[src/rtl/isa_types.sv]
// Shared ISA widths, opcode encodings, sequencer state type and opcode helpers.
package isa_types;

    localparam int unsigned XLEN  = 32;
    localparam int unsigned ILEN  = 32;
    localparam int unsigned OPC_W = 7;

    typedef logic [OPC_W-1:0] opcode_t;

    localparam opcode_t OPC_LOAD   = 7'h03;
    localparam opcode_t OPC_OP_IMM = 7'h13;
    localparam opcode_t OPC_AUIPC  = 7'h17;
    localparam opcode_t OPC_STORE  = 7'h23;
    localparam opcode_t OPC_OP     = 7'h33;
    localparam opcode_t OPC_LUI    = 7'h37;
    localparam opcode_t OPC_BRANCH = 7'h63;
    localparam opcode_t OPC_JALR   = 7'h67;
    localparam opcode_t OPC_JAL    = 7'h6F;

    typedef enum logic [2:0] {
        FETCH     = 3'd0,
        DECODE    = 3'd1,
        EXECUTE   = 3'd2,
        MEMORY    = 3'd3,
        WRITEBACK = 3'd4,
        TRAP      = 3'd5
    } seq_state_t;

    localparam logic [XLEN-1:0] RESET_PC_DEFAULT = 32'h0000_0000;

    function automatic logic is_legal_opcode(input opcode_t op);
        case (op)
            OPC_LOAD, OPC_STORE, OPC_OP, OPC_OP_IMM, OPC_LUI,
            OPC_AUIPC, OPC_JAL, OPC_JALR, OPC_BRANCH: return 1'b1;
            default:                                  return 1'b0;
        endcase
    endfunction

    // Stores and branches have no destination register.
    function automatic logic writes_rd(input opcode_t op);
        return !(op == OPC_STORE || op == OPC_BRANCH);
    endfunction

endpackage

[src/rtl/retire_counter.sv]
// Free-running event counter with enable and synchronous active-low clear.
module retire_counter #(
    parameter int unsigned W = 64
) (
    input  logic         clk,
    input  logic         clr_n,
    input  logic         en,
    output logic [W-1:0] count
);

    logic [W-1:0] count_q;
    logic [W-1:0] count_d;

    always_comb begin
        count_d = count_q;
        if (en) begin
            count_d = count_q + W'(1);
        end
    end

    always_ff @(posedge clk) begin
        if (!clr_n) begin
            count_q <= '0;
        end else begin
            count_q <= count_d;
        end
    end

    assign count = count_q;

endmodule

[src/rtl/hart_sequencer.sv]
// Multi-cycle hart control: fetch, decode hold, execute, memory, writeback,
// owning PC, IR, memory handshakes, write strobes and the retire count.
module hart_sequencer
    import isa_types::*;
#(
    parameter logic [XLEN-1:0] RESET_PC = RESET_PC_DEFAULT
) (
    input  logic            clk,
    input  logic            reset_n,
    output logic            imem_req,
    output logic [XLEN-1:0] imem_addr,
    input  logic            imem_ready,
    input  logic [ILEN-1:0] imem_rdata,
    output logic [ILEN-1:0] instr_bits,
    input  opcode_t         opcode,
    input  logic [XLEN-1:0] next_pc,
    output logic [XLEN-1:0] pc,
    output logic            dmem_req,
    output logic            dmem_we,
    input  logic            dmem_ready,
    output logic            reg_we,
    output logic            pc_we,
    output seq_state_t      state,
    output logic            trap,
    output logic [63:0]     instret
);

    seq_state_t      state_q, state_d;
    logic [XLEN-1:0] pc_q, pc_d;
    logic [ILEN-1:0] ir_q, ir_d;
    logic            imem_req_q, imem_req_d;
    logic            dmem_req_q, dmem_req_d;
    logic            dmem_we_q, dmem_we_d;
    logic            reg_we_q, reg_we_d;
    logic            pc_we_q, pc_we_d;
    logic            trap_q, trap_d;
    logic            retire_c;

    // Next state plus request/strobe outputs registered one step ahead.
    always_comb begin
        state_d  = state_q;
        pc_d     = pc_q;
        ir_d     = ir_q;
        reg_we_d = 1'b0;
        pc_we_d  = 1'b0;
        retire_c = 1'b0;

        case (state_q)
            FETCH: begin
                if (imem_req_q && imem_ready) begin
                    ir_d    = imem_rdata;
                    state_d = DECODE;
                end
            end
            DECODE: begin
                if (ir_q[1:0] != 2'b11 || !is_legal_opcode(opcode)) begin
                    state_d = TRAP;
                end else begin
                    state_d = EXECUTE;
                end
            end
            EXECUTE: begin
                if (opcode == OPC_LOAD || opcode == OPC_STORE) begin
                    state_d = MEMORY;
                end else begin
                    state_d = WRITEBACK;
                end
            end
            MEMORY: begin
                if (dmem_ready) begin
                    state_d = WRITEBACK;
                end
            end
            WRITEBACK: begin
                if (next_pc[1:0] != 2'b00) begin
                    state_d = TRAP;
                end else begin
                    pc_d     = next_pc;
                    pc_we_d  = 1'b1;
                    reg_we_d = writes_rd(opcode);
                    retire_c = 1'b1;
                    state_d  = FETCH;
                end
            end
            TRAP:    state_d = TRAP;
            default: state_d = TRAP;
        endcase

        imem_req_d = (state_d == FETCH);
        dmem_req_d = (state_d == MEMORY);
        dmem_we_d  = (state_d == MEMORY) && (opcode == OPC_STORE);
        trap_d     = (state_d == TRAP);
    end

    always_ff @(posedge clk) begin
        if (!reset_n) begin
            state_q    <= FETCH;
            pc_q       <= RESET_PC;
            ir_q       <= '0;
            imem_req_q <= 1'b0;
            dmem_req_q <= 1'b0;
            dmem_we_q  <= 1'b0;
            reg_we_q   <= 1'b0;
            pc_we_q    <= 1'b0;
            trap_q     <= 1'b0;
        end else begin
            state_q    <= state_d;
            pc_q       <= pc_d;
            ir_q       <= ir_d;
            imem_req_q <= imem_req_d;
            dmem_req_q <= dmem_req_d;
            dmem_we_q  <= dmem_we_d;
            reg_we_q   <= reg_we_d;
            pc_we_q    <= pc_we_d;
            trap_q     <= trap_d;
        end
    end

    retire_counter #(.W(64)) u_retire_counter (
        .clk   (clk),
        .clr_n (reset_n),
        .en    (retire_c),
        .count (instret)
    );

    assign imem_req   = imem_req_q;
    assign imem_addr  = pc_q;
    assign pc         = pc_q;
    assign instr_bits = ir_q;
    assign dmem_req   = dmem_req_q;
    assign dmem_we    = dmem_we_q;
    assign reg_we     = reg_we_q;
    assign pc_we      = pc_we_q;
    assign state      = state_q;
    assign trap       = trap_q;

endmodule

[config.mk]
export PLATFORM = sky130hd
export DESIGN_NAME = hart_sequencer
export DESIGN_NICKNAME = d
export VERILOG_FILES = /design/src/rtl/isa_types.sv /design/src/rtl/retire_counter.sv /design/src/rtl/hart_sequencer.sv
export SDC_FILE = /design/constraint.sdc
export NUM_CORES = 1
export LEC_CHECK = 0
export ABC_AREA = 1
export BUFFER_PORTS_ARGS = -buffer_cell sky130_fd_sc_hd__buf_2
export CORE_ASPECT_RATIO = 1.4
export CORE_MARGIN = 2
export CORE_UTILIZATION = 45
export DETAILED_ROUTE_END_ITERATION = 6
export GPL_ROUTABILITY_DRIVEN = 0
export GPL_TIMING_DRIVEN = 1
export PLACE_DENSITY = 0.76
export SYNTH_ARGS = -nofsm -noshare
export SYNTH_HDL_FRONTEND = slang
export SYNTH_HIERARCHICAL = 1
export SYNTH_SLANG_ARGS = --single-unit
[constraint.sdc]
create_clock -name clk -period 2 [get_ports clk]
set_input_delay 0.1 -clock clk [delete_from_list [all_inputs] [get_ports clk]]
set_output_delay 0.1 -clock clk [all_outputs]
set_load 0.02 [all_outputs]
**Word-level counts from Yosys, hierarchy flattened**

Index checks and enable logic that the tools add are counted.
Widths: inputs -> output; s select.

- Equality and inequality tests: 16
- Reduce and logical (&&, ||, !) cells: 14
- Multiplexer cells: 10
- Bitwise operators: 3
- Add/subtract/negate cells: 1

Operators by type and width:

| kind | count |
|---|---|
| $add 64x1->64 const B | 1 |
| $eq 7x6->1 const B | 3 |
| $eq 7x7->1 const B | 3 |
| $mux 3 | 5 |
| $pmux 3 s5 | 1 |
| $eq 7x5->1 const B | 2 |
| $eq 3x2->1 const B | 3 |
| $reduce_or 9->1 | 1 |
| $eq 7x2->1 const B | 1 |
| $eq 3x3->1 const B | 2 |
| $logic_not 3->1 | 2 |
| $mux 1 | 4 |
| $reduce_and 2->1 | 2 |
| $eq 3x1->1 const B | 1 |
| $logic_or 1x1->1 | 3 |
| $not 1->1 | 3 |
| $reduce_or 3->1 | 1 |
| $logic_and 1x1->1 | 2 |
| $logic_not 1->1 | 2 |
| $ne 2x2->1 const B | 1 |
| $reduce_bool 2->1 | 1 |

- Flip-flop bits (word level): 137
- Logic and storage cells: 54

**Depth between registers and ports, before layout**

- Depth in word-level cells: 10
- Gate-level depth with buffers: 15
- Mapped depth without buffers: 13

**Cells and area by module**

Netlist, hierarchy kept.

By module, submodules not included:

| module | area each (sq um) | cells an instance | instances |
|---|---|---|---|
| retire_counter | 3839.9 | 619 | 1 |
| hart_sequencer | 2932.8 | 377 | 1 |

**Worst setup path after synthesis**

No wires, ideal clock.

- Path kind: register to register
- Start: register state_q[1], in the netlist state[1]
- End: register u_retire_counter.count_q[63], in the netlist u_retire_counter/count[63]
- Arrival time: 1902 ps
- Setup slack: -17 ps
- Cell stages (with the launch flop): 12
- Path buffers: 2
- Cell sequence: dfxtp_1 > nor2_2 > nand2_1 > nor2_4 > buf_6 > buf_4 > nand2_1 > or3b_2 > nor2_1 > nand3_1 > nand2_1 > nor2_1

- Longest elaborated chain between the ends: 2

Ends and longest elaborated chain:

| item | RTL line | source |
|---|---|---|
| from (decl) | hart_sequencer.sv:28 | `seq_state_t state_q, state_d;` |
| from (signal assigned) | hart_sequencer.sv:107 | `state_q <= state_d;` |
| $eq 3x3->1 | hart_sequencer.sv:48 | `case (state_q)` |
| $mux 1 | -- |  |
| to (signal assigned) | retire_counter.sv:25 | `count_q <= count_d;` |
| to (decl) | retire_counter.sv:11 | `logic [W-1:0] count_q;` |

Every way passes these cells.
A chain may end at the register's enable or synchronous reset.

**Worst setup path in the final report**

- Start: register state_q[1], in the netlist state[1]
- End: register reg_we_q, in the netlist reg_we

- Longest elaborated chain between the ends: 3

Ends and longest elaborated chain:

| item | RTL line | source |
|---|---|---|
| $eq 3x3->1 | hart_sequencer.sv:48 |  |
| $not 1->1 (no line) | -- |  |
| $reduce_or 3->1 (no line) | -- |  |
| to (signal assigned) | hart_sequencer.sv:113 | `reg_we_q <= reg_we_d;` |
| to (decl) | hart_sequencer.sv:34 | `logic reg_we_q, reg_we_d;` |

Every way passes these cells.

==> impl_metrics.py <==
metrics = {
    "clocking": {
        "cts_root_buf": "clkbuf_16",
        "path_clk_slew_ps": 70,
        "cts-buffers-inserted": 17,
        "clk_latency_ps": 430,
        "cts_setup_buffers": 0,
        "clk_path_buf_depth": 2,
        "h-tree-depth": 4,
        "cts_tree": "done",
        "clkSinkCount": 137,
    },
    "critical_path": {
        "timing.rr.start": "state[1]$_SDFF_PN0_",
        "path_cells": "nor2_4 -> nand2_2 -> nor2_4 -> buf_12 -> inv_6 -> a311oi_1 -> dlygate4sd3_1",
        "max_stage_delay_ps": 600,
        "cp_common_cell": "nor2_4",
        "r2r-end": "reg_we$_SDFF_PP0_",
        "r2r_setup_slack_ps": 140,
        "worstRegToRegCells": 7,
        "start_kind": "flop",
        "critPathTopFamily": "buffers and inverters",
        "crit_arrival_ps": 2230,
        "crit_slowest_cell": "dlygate4sd3_1",
        "worstPathMaxFanout": 34,
        "cp.buffers_inverters": 3,
        "path_class": "reg2reg",
        "end_kind": "flop",
        "cp_data_required_time_ps": 2370,
    },
    "cells_and_area": {
        "area_growth_pct": 35.0,
        "post-route-cell-area_mm2": 0.00914,
        "multi_input_area_mm2": 0.00336,
        "drive_gt1_frac": 0.276,
        "regArea_mm2": 0.00275,
        "fillCellCount": 1349,
        "final_nets": 1344,
    },
    "global_routing": {
        "grt_max_degree": 109,
        "track_usage": 0.266,
        "grt_first_pass_wirelength_um": 33700,
        "first_global_vias": 7012,
        "antenna_found_initial": 0,
        "grt.overflow.total": 0,
    },
    "yosys": {
        "ys.flop_type": "dfxtp_1",
        "yosys_warnings": 6,
        "ys_seq_area_frac": 0.405,
        "synth_edf_count": 0,
        "synthArstFlopShare": 0,
        "yosys.cell_types.count": 37,
        "synthCells": 996,
        "synth_area_mm2": 0.00677,
        "synth.ff_latch_count": 137,
        "synthesis.nets": 1072,
        "syn_avg_cell_area_um2": 6.80,
    },
    "sta": {
        "setup_violations": 0,
        "tns_ps": 0,
        "slew_viol_final": 0,
        "fmax_ghz": 0.538,
        "hold_viol_final": 0,
        "finalWorstSetupSlack_ps": 143,
        "slew-limit-headroom": 0.579,
        "rsz0062_at_grt": "no",
        "skew_ps": 10.7,
        "tightest_slew_ps": 631,
        "period_share": 0.929,
        "final.min_clock_period_ps": 1860,
    },
    "job": {
        "maxCapViolations": 0,
    },
    "pwr": {
        "vdd_drop_max_mv": 0.641,
        "p_leak_nw": 4.37,
        "pwr-share-clk": 0.416,
        "p_switching_mw": 2.26,
        "combPwrFrac": 0.170,
        "power_density_mw_per_mm2": 806,
        "p_int_mw": 5.11,
        "pwr-share-seq": 0.414,
        "switching_share": 0.307,
    },
    "floorplan": {
        "core_area_mm2": 0.0149,
        "die_y_um": 149,
        "io_pins": 244,
        "num_rows": 53,
        "dieArea_mm2": 0.0161,
        "initial_core_util": 0.456,
        "die_x_um": 108,
    },
    "place": {
        "io_buffer_count": 243,
        "pre_cts_slack_ps": 81.4,
        "post-dp-hpwl_um": 15200,
        "place_area_mm2": 0.00790,
    },
    "min_path": {
        "hold_depth": 3,
        "hold_class": "in2reg",
        "hold_path_startpoint": "opcode[6]",
        "min_to": "dmem_we$_SDFF_PN0_",
    },
    "routing": {
        "via_count": 7363,
        "drt_iter0_markers": 420,
        "wirelength_um": 21800,
        "drt-wirelength-per-cell_um": 14.8,
        "vias_per_cell": 5.00,
        "drt_pre_antenna_iters": 7,
        "ant_nets": 0,
        "drc": 0,
    },
    "status": {
        "status": "completed",
    },
}
[stage by stage]
stage	power (mW)	util	cells	hold slack, ps
5_1_grt	7.63	0.615	1473	80.3
2_1_floorplan	3.86	-	996	214
4_1_cts	7.37	0.613	1473	10.7
3_5_place_dp	4.23	0.532	1378	329
3_3_place_gp	4.21	0.532	1378	321
6_report	7.37	0.615	1474	64.8
[Yosys cell counts (5+ instances only)]
cell type	n	share of area
nand4_1	11	0.010
clkbuf_1	14	0.0078
o21ai_0	72	0.053
buf_4	35	0.039
nand2_1	189	0.10
nor2_4	14	0.023
inv_1	72	0.040
xor2_1	10	0.013
a21oi_1	30	0.022
nand3_1	50	0.037
buf_6	6	0.010
inv_2	6	0.0033
nand2_2	7	0.0065
dfxtp_1	137	0.40
nor2_1	267	0.15
nor2_2	27	0.025
nor3_1	8	0.0059
buf_2	5	0.0037
[final cells by class]
class / count / area share
tap: 192 / 0.0263
antenna: 1 / 0.000274
multi-input combinational: 720 / 0.367
timing repair buffer: 313 / 0.210
clock inverter: 15 / 0.0159
inverter: 79 / 0.0330
sequential: 137 / 0.300
clock buffer: 17 / 0.0465
[registers in the layout, summed over array words and instances, names as in the netlist, 3 cells and up]
register,flops
u_retire_counter/count,64
imem_addr,32
instr_bits,32
state,3
[power groups by stage]
stage	clock [mW]	sequential [mW]	combinational, mW
after floorplan	0	3.32	0.540
after global placement	0	3.09	1.12
after detailed placement	0	3.10	1.13
after CTS	3.10	3.04	1.23
after global routing	3.20	3.07	1.36
final	3.06	3.05	1.25
[kinds of logic after synthesis]
logic type,after synthesis,synth area share
compound gates,114,0.0874
buf+inv,139,0.104
simple gates,591,0.383
xor+xnor,14,0.0181
flops,137,0.405
fa+ha+maj,1,0.00185
[layout by cell type, fill, tap and decap left out, drive strengths merged, types with 2 or more instances in the layout]
master and count:
a21oi 30, and2 4, and3 4, buf 250, clkbuf 17, clkinv 7, clkinvlp 3, dfxtp 137
dlygate4sd3 63, inv 83, nand2 198, nand3 53, nand4 11, nor2 309, nor3 8, o21a 3
o21ai 76, o21bai 2, xnor2 4, xor2 10
[worst max-delay path by stage]
stage	startpoint	endpoint	slack (ps)	cells after the start
floorplan	state[1]$_SDFF_PN0_	u_retire_counter/count[63]$_SDFFE_PN0P_	10	11
global placement	state[1]$_SDFF_PN0_	u_retire_counter/count[30]$_SDFFE_PN0P_	140	14
detailed placement	state[1]$_SDFF_PN0_	u_retire_counter/count[30]$_SDFFE_PN0P_	80	14
CTS	state[1]$_SDFF_PN0_	u_retire_counter/count[30]$_SDFFE_PN0P_	70	14
global route	u_retire_counter/count[0]$_SDFFE_PN0P_	u_retire_counter/count[52]$_SDFFE_PN0P_	5	10
finish	state[1]$_SDFF_PN0_	reg_we$_SDFF_PP0_	140	7
[worst min-delay path: stages]
cell and delay, ps:
buf_2 120, nor2_1 60, and3_1 170
[layer usage]
metal	up-vias	part of all wire	track usage
met5	-	0	0
met4	0	0.023	0.104
met3	36	0.077	0.0756
met2	314	0.52	0.484
met1	3367	0.38	0.289
li1	3646	-	-
[repair_timing]
action | in CTS | in global routing
endpoints found under the setup margin | 0 | 16
gates resized for setup | 0 | 10
endpoints found under the hold margin | 62 | 0
hold buffers | 63 | 0
Power figures use the tool's default switching activity.
